<file path="src/rtl/mem_stage.sv">
// Memory-stage controller: accepts one EX op at a time, performs at most one
// data-memory access for it, and holds a registered, fault-tagged result for WB.
module mem_stage #(
  parameter logic [31:0] MEM_BASE  = 32'h0100_0000,
  parameter int unsigned MEM_DEPTH = 1048576
) (
  input  logic        clock,
  input  logic        reset,

  input  logic        ex_valid,
  output logic        ex_ready,
  input  logic [31:0] ex_pc,
  input  logic [31:0] ex_alu_result,
  input  logic [31:0] ex_rs2_data,
  input  logic [2:0]  ex_funct3,
  input  logic        ex_mem_read,
  input  logic        ex_mem_write,
  input  logic [4:0]  ex_rd,
  input  logic        ex_reg_write,

  output logic [31:0] dmem_address,
  output logic        dmem_read_write,
  output logic [31:0] dmem_data_in,
  output logic [1:0]  dmem_access_size,
  input  logic [31:0] dmem_data_out,

  output logic        wb_valid,
  input  logic        wb_ready,
  output logic [31:0] wb_pc,
  output logic [4:0]  wb_rd,
  output logic        wb_reg_write,
  output logic [31:0] wb_data,
  output logic [1:0]  wb_fault
);

  localparam logic [1:0] ST_IDLE   = 2'd0;
  localparam logic [1:0] ST_ACCESS = 2'd1;
  localparam logic [1:0] ST_RESP   = 2'd2;

  localparam logic [1:0] FAULT_NONE       = 2'd0;
  localparam logic [1:0] FAULT_MISALIGNED = 2'd1;
  localparam logic [1:0] FAULT_RANGE      = 2'd2;
  localparam logic [1:0] FAULT_ILLEGAL    = 2'd3;

  // One past the last mapped byte, kept in 33 bits so an access near 2^32 cannot wrap into range.
  localparam logic [32:0] MEM_LIMIT = {1'b0, MEM_BASE} + 33'(MEM_DEPTH);

  logic [1:0]  state;
  logic        load_pending;
  logic [2:0]  load_funct3;

  logic        accept;
  logic        mem_op;
  logic        is_illegal;
  logic        is_misaligned;
  logic        is_out_of_range;
  logic [2:0]  access_bytes;
  logic [32:0] addr_ext;
  logic [32:0] access_end;
  logic [1:0]  fault;
  logic [31:0] load_value;

  assign ex_ready = (state == ST_IDLE);
  assign accept   = ex_valid && ex_ready;
  assign mem_op   = ex_mem_read || ex_mem_write;

  always_comb begin
    is_illegal = 1'b0;
    if (ex_mem_read && ex_mem_write)
      is_illegal = 1'b1;
    else if (ex_mem_read)
      is_illegal = (ex_funct3 == 3'b011) || (ex_funct3[2:1] == 2'b11);
    else if (ex_mem_write)
      is_illegal = ex_funct3[2] || (ex_funct3[1:0] == 2'b11);
  end

  always_comb begin
    case (ex_funct3[1:0])
      2'b00:   access_bytes = 3'd1;
      2'b01:   access_bytes = 3'd2;
      default: access_bytes = 3'd4;
    endcase
    is_misaligned = ((ex_funct3[1:0] == 2'b01) && ex_alu_result[0]) ||
                    ((ex_funct3[1:0] == 2'b10) && (ex_alu_result[1:0] != 2'b00));
    addr_ext        = {1'b0, ex_alu_result};
    access_end      = addr_ext + {30'd0, access_bytes};
    is_out_of_range = (addr_ext < {1'b0, MEM_BASE}) || (access_end > MEM_LIMIT);
  end

  always_comb begin
    fault = FAULT_NONE;
    if (mem_op) begin
      if (is_illegal)
        fault = FAULT_ILLEGAL;
      else if (is_misaligned)
        fault = FAULT_MISALIGNED;
      else if (is_out_of_range)
        fault = FAULT_RANGE;
    end
  end

  // Memory returns data with the addressed bytes in the low lanes.
  always_comb begin
    case (load_funct3)
      3'b000:  load_value = {{24{dmem_data_out[7]}}, dmem_data_out[7:0]};
      3'b100:  load_value = {24'd0, dmem_data_out[7:0]};
      3'b001:  load_value = {{16{dmem_data_out[15]}}, dmem_data_out[15:0]};
      3'b101:  load_value = {16'd0, dmem_data_out[15:0]};
      default: load_value = dmem_data_out;
    endcase
  end

  // dmem_read_write is raised on accept and cleared on the ACCESS edge, so a
  // store strobe is exactly one cycle regardless of later WB stalls.
  always_ff @(posedge clock or posedge reset) begin
    if (reset) begin
      state            <= ST_IDLE;
      load_pending     <= 1'b0;
      load_funct3      <= 3'd0;
      dmem_address     <= MEM_BASE;
      dmem_read_write  <= 1'b0;
      dmem_data_in     <= 32'd0;
      dmem_access_size <= 2'd0;
      wb_valid         <= 1'b0;
      wb_pc            <= 32'd0;
      wb_rd            <= 5'd0;
      wb_reg_write     <= 1'b0;
      wb_data          <= 32'd0;
      wb_fault         <= FAULT_NONE;
    end else begin
      case (state)
        ST_IDLE: begin
          if (accept) begin
            wb_pc    <= ex_pc;
            wb_rd    <= ex_rd;
            wb_fault <= fault;
            if (mem_op && (fault == FAULT_NONE)) begin
              state            <= ST_ACCESS;
              dmem_address     <= ex_alu_result;
              dmem_access_size <= ex_funct3[1:0];
              dmem_data_in     <= ex_rs2_data;
              dmem_read_write  <= ex_mem_write;
              load_pending     <= ex_mem_read;
              load_funct3      <= ex_funct3;
              wb_reg_write     <= ex_mem_read && ex_reg_write;
              wb_data          <= 32'd0;
            end else begin
              // Faulted ops report their address; plain ALU ops pass their result.
              state        <= ST_RESP;
              wb_valid     <= 1'b1;
              wb_reg_write <= !mem_op && ex_reg_write;
              wb_data      <= ex_alu_result;
            end
          end
        end
        ST_ACCESS: begin
          dmem_read_write <= 1'b0;
          if (load_pending)
            wb_data <= load_value;
          wb_valid <= 1'b1;
          state    <= ST_RESP;
        end
        ST_RESP: begin
          if (wb_ready) begin
            wb_valid <= 1'b0;
            state    <= ST_IDLE;
          end
        end
        default: state <= ST_IDLE;
      endcase
    end
  end

endmodule

</file>
<file path="config.mk">
export PLATFORM = sky130hd
export DESIGN_NAME = mem_stage
export DESIGN_NICKNAME = d
export VERILOG_FILES = /design/src/rtl/mem_stage.sv
export SDC_FILE = /design/constraint.sdc
export NUM_CORES = 1
export LEC_CHECK = 0
export BUFFER_PORTS_ARGS = -buffer_cell sky130_fd_sc_hd__buf_2
export CAP_MARGIN = 20
export CELL_PAD_IN_SITES_DETAIL_PLACEMENT = 2
export CELL_PAD_IN_SITES_GLOBAL_PLACEMENT = 2
export CORE_UTILIZATION = 28
export CTS_CLUSTER_SIZE = 10
export DETAILED_ROUTE_END_ITERATION = 7
export PLACE_DENSITY_LB_ADDON = 0.1
export SLEW_MARGIN = 20
export SYNTH_ARGS = -nofsm -noshare
export SYNTH_HDL_FRONTEND = slang
export SYNTH_SLANG_ARGS = --single-unit
</file>
<file path="constraint.sdc">
create_clock -name clock -period 5.4 [get_ports clock]
set_clock_uncertainty 0.1 [all_clocks]
set_input_delay 0.54 -clock clock [delete_from_list [all_inputs] [get_ports clock]]
set_output_delay 0.54 -clock clock [all_outputs]
set_load 0.005 [all_outputs]
</file>
==> flow_summary.ini <==
[logic_synthesis]
yosys-top-cells-count = 143 x dfrtp_1, 140 x nand2_1, 43 x mux2_2, 36 x nor2_1
avgSynthCellArea_um2 = 10.42
synth_seq_cells = 144
yosys.area_share.simple = 0.1735
synth_cell_types = 55
synth_adder_area_share = 0.008629
synthCells = 640
syn-cell-area_um2 = 6670
ys_warn_count = 0
syn-num-nets = 787
post-synth-top-area-cell = dfrtp_1
synth_edf_count = 0
async_flop_share = 1.000
synthTopCellsByArea = dfrtp_1 54%, nand2_1 7.9%, mux2_2 7.3%
synth.area.mux_share = 0.1094
synth_top_area_frac = 0.5365
synth_top_family_by_area = simple AND/OR/NAND/NOR gates
synth-xor-area-share = 0.01313
synth_seq_area_share = 0.5404
synth_most_common_cell = dfrtp_1
synth-compound-area-share = 0.1268
synth_ff_type = dfrtp_1

[sta]
max_freq_mhz = 223.7
rsz0062_at_grt = no
setup_viol = 0
setup_tns_ns = 0
drv_slew = 0
post-route-period-util = 0.8280
worstMarginPinSlew_ns = 0.9444
slew_headroom = 0.3704
fin_crit_ns = 4.471
hold_violations = 0

[worst_setup_path]
endpoint_kind = flip-flop
crit_type = input pin to flip-flop
path_max_fanout = 43
cp.arrival_ns = 4.67
reg2regPathDepth = 7
critPathLaunchType = input pin
worstPathRequired_ns = 5.60

[clock_network]
cts_setup_buffers = 0
clock-root-buffer = clkbuf_16
cts_buffer_depth = 2
cts_buffers = 17
clk_pin_slew_worst_paths_ns = 0.07
htreeDepth = 4
clock_latency_ns = 0.41
clock_sinks = 144
cts_hold_buffers = 0
cts_resized = 0
cts_tree = done

[layout]
multiInputGateArea_um2 = 2934
nets = 1056
syn_to_final_growth_pct = 35.81
layout-drive-gt1-share = 0.4154
ff_latch_area_um2 = 3606
fillers = 2589

[route]
drtIter0Drc = 258
postRouteAntennaNets = 0
wirelength_um = 23660
drt-pass1-iter-count = 4
wl_per_cell_um = 19.02
drc = 0
via_count = 6069
vias_per_cell = 4.879

[placed_design]
gp_congestion = 0.7933
numPortBuffers = 283
dpl.hpwl_um = 17470

[global_routing]
grt_max_degree = 88
grt_pass1_vias = 6794
grtUsageTotal = 0.1980
antenna_found_initial = 3
grt_overflow = 0
grt_pass1_wl_um = 37270

[floorplan]
die_area_um2 = 24440
start_util = 0.2850
rows = 56
fp.dieH_um = 156.3
dieWidth_um = 156.3
io_pins = 284
core_area_um2 = 23400

[pwr]
ir_drop_uv = 179.8
leakage_nw = 4.836
total_power_w = 0.002990
power_density_nw_per_um2 = 330.1

[status]
status = finished, final reports clean

[job]
cap_violations = 0

[hold_path]
hp-class = input pin to async pin
==> critical path: stages <==
cell and delay [ns]:
buf_2 0.16, nor2_1 0.07, ha_1 0.21, fa_1 0.41, a21oi_1 0.49, nor4_4 0.18, a211o_1 0.31, a21oi_1 0.16
o211ai_1 0.14, o41ai_4 0.59, nand4_4 0.63, buf_12 0.41, mux2_1 0.34
==> kinds of logic (layout without fill, tap and decap cells) <==
logic type / count (synthesis) / after routing
AO/OA/AOI/OAI: 118 / 118
XOR/XNOR: 10 / 10
adder cells (fa/ha/maj): 4 / 4
buffers and inverters: 46 / 328
flip-flops: 144 / 144
multiplexers: 65 / 65
other: 0 / 3
AND/OR/NAND/NOR: 253 / 253
==> final timing paths <==
kind	startpoint	to	slack, ns
max in group asynchronous	reset	wb_pc[12]	3.73
setup / recovery	ex_funct3[1]	dmem_data_in[6]	0.93
hold reg to reg	wb_pc[13]	wb_pc[13]	0.37
hold / removal	reset	wb_pc[1]	0.17
setup reg to reg	state[0]	wb_data[4]	2.72
min in group clock	ex_pc[2]	wb_pc[2]	0.21
==> layout make-up <==
class                   count  share of cell area
diodes                      3           0.0008287
clock buffers              18             0.04848
clock inverters            14             0.01851
inverters                   7            0.003453
multi-input cells         450              0.3239
flip-flops and latches    144              0.3981
well taps                 319             0.04406
repair buffers            289              0.1627
==> placed cells by master (no fill, tap or decap), types with 14 or more instances in the layout <==
cell type | netlist | routed
mux2_2 | 43 | 43
nor2_1 | 36 | 34
nand2_1 | 140 | 140
mux2_1 | 20 | 20
and3_1 | 14 | 14
clkbuf_16 | 0 | 17
o21ai_0 | 31 | 31
dfrtp_1 | 143 | 142
buf_2 | 3 | 283
a21oi_1 | 27 | 26
a221o_1 | 25 | 25
==> power breakdown <==
group / internal [W] / switching [W]
logic: 0.000211 / 0.000265
clock network: 0.000714 / 0.000536
registers: 0.00120 / 0.0000692
total: 0.00212 / 0.000869
==> metrics by stage <==
stage | instances | worst slack (ns) | area (um2) | utilization | hold WS (ns)
detailed placement | 1209 | 0.4436 | 8438 | 0.3606 | 0.3677
finish | 1244 | 0.9290 | 9059 | 0.3871 | 0.1734
global placement | 1209 | 0.7197 | 8431 | 0.3602 | 0.3542
global route | 1242 | 0.6910 | 9054 | 0.3869 | 0.2037
floorplan | 640 | 0.8954 | 6670 | - | 0.3697
CTS | 1241 | 0.9321 | 9045 | 0.3865 | 0.1873
==> flip-flops by register name (all words and copies together), names as in the netlist <==
register and flops:
dmem_access_size 1, dmem_address 32, dmem_data_in 32, dmem_read_write 1, load_funct3 2, load_pending 1
state 2, wb_data 32, wb_fault 2, wb_pc 32, wb_rd 5, wb_reg_write 1
wb_valid 1
==> metal layers <==
metal | share of wire | GRT usage | vias to the layer above
li1 | - | - | 2799
met1 | 0.42 | 0.2381 | 3056
met2 | 0.49 | 0.3346 | 186
met3 | 0.072 | 0.06536 | 26
met4 | 0.014 | 0.05929 | 2
met5 | 0.00055 | 0 | -
Power figures use the tool's default switching activity.
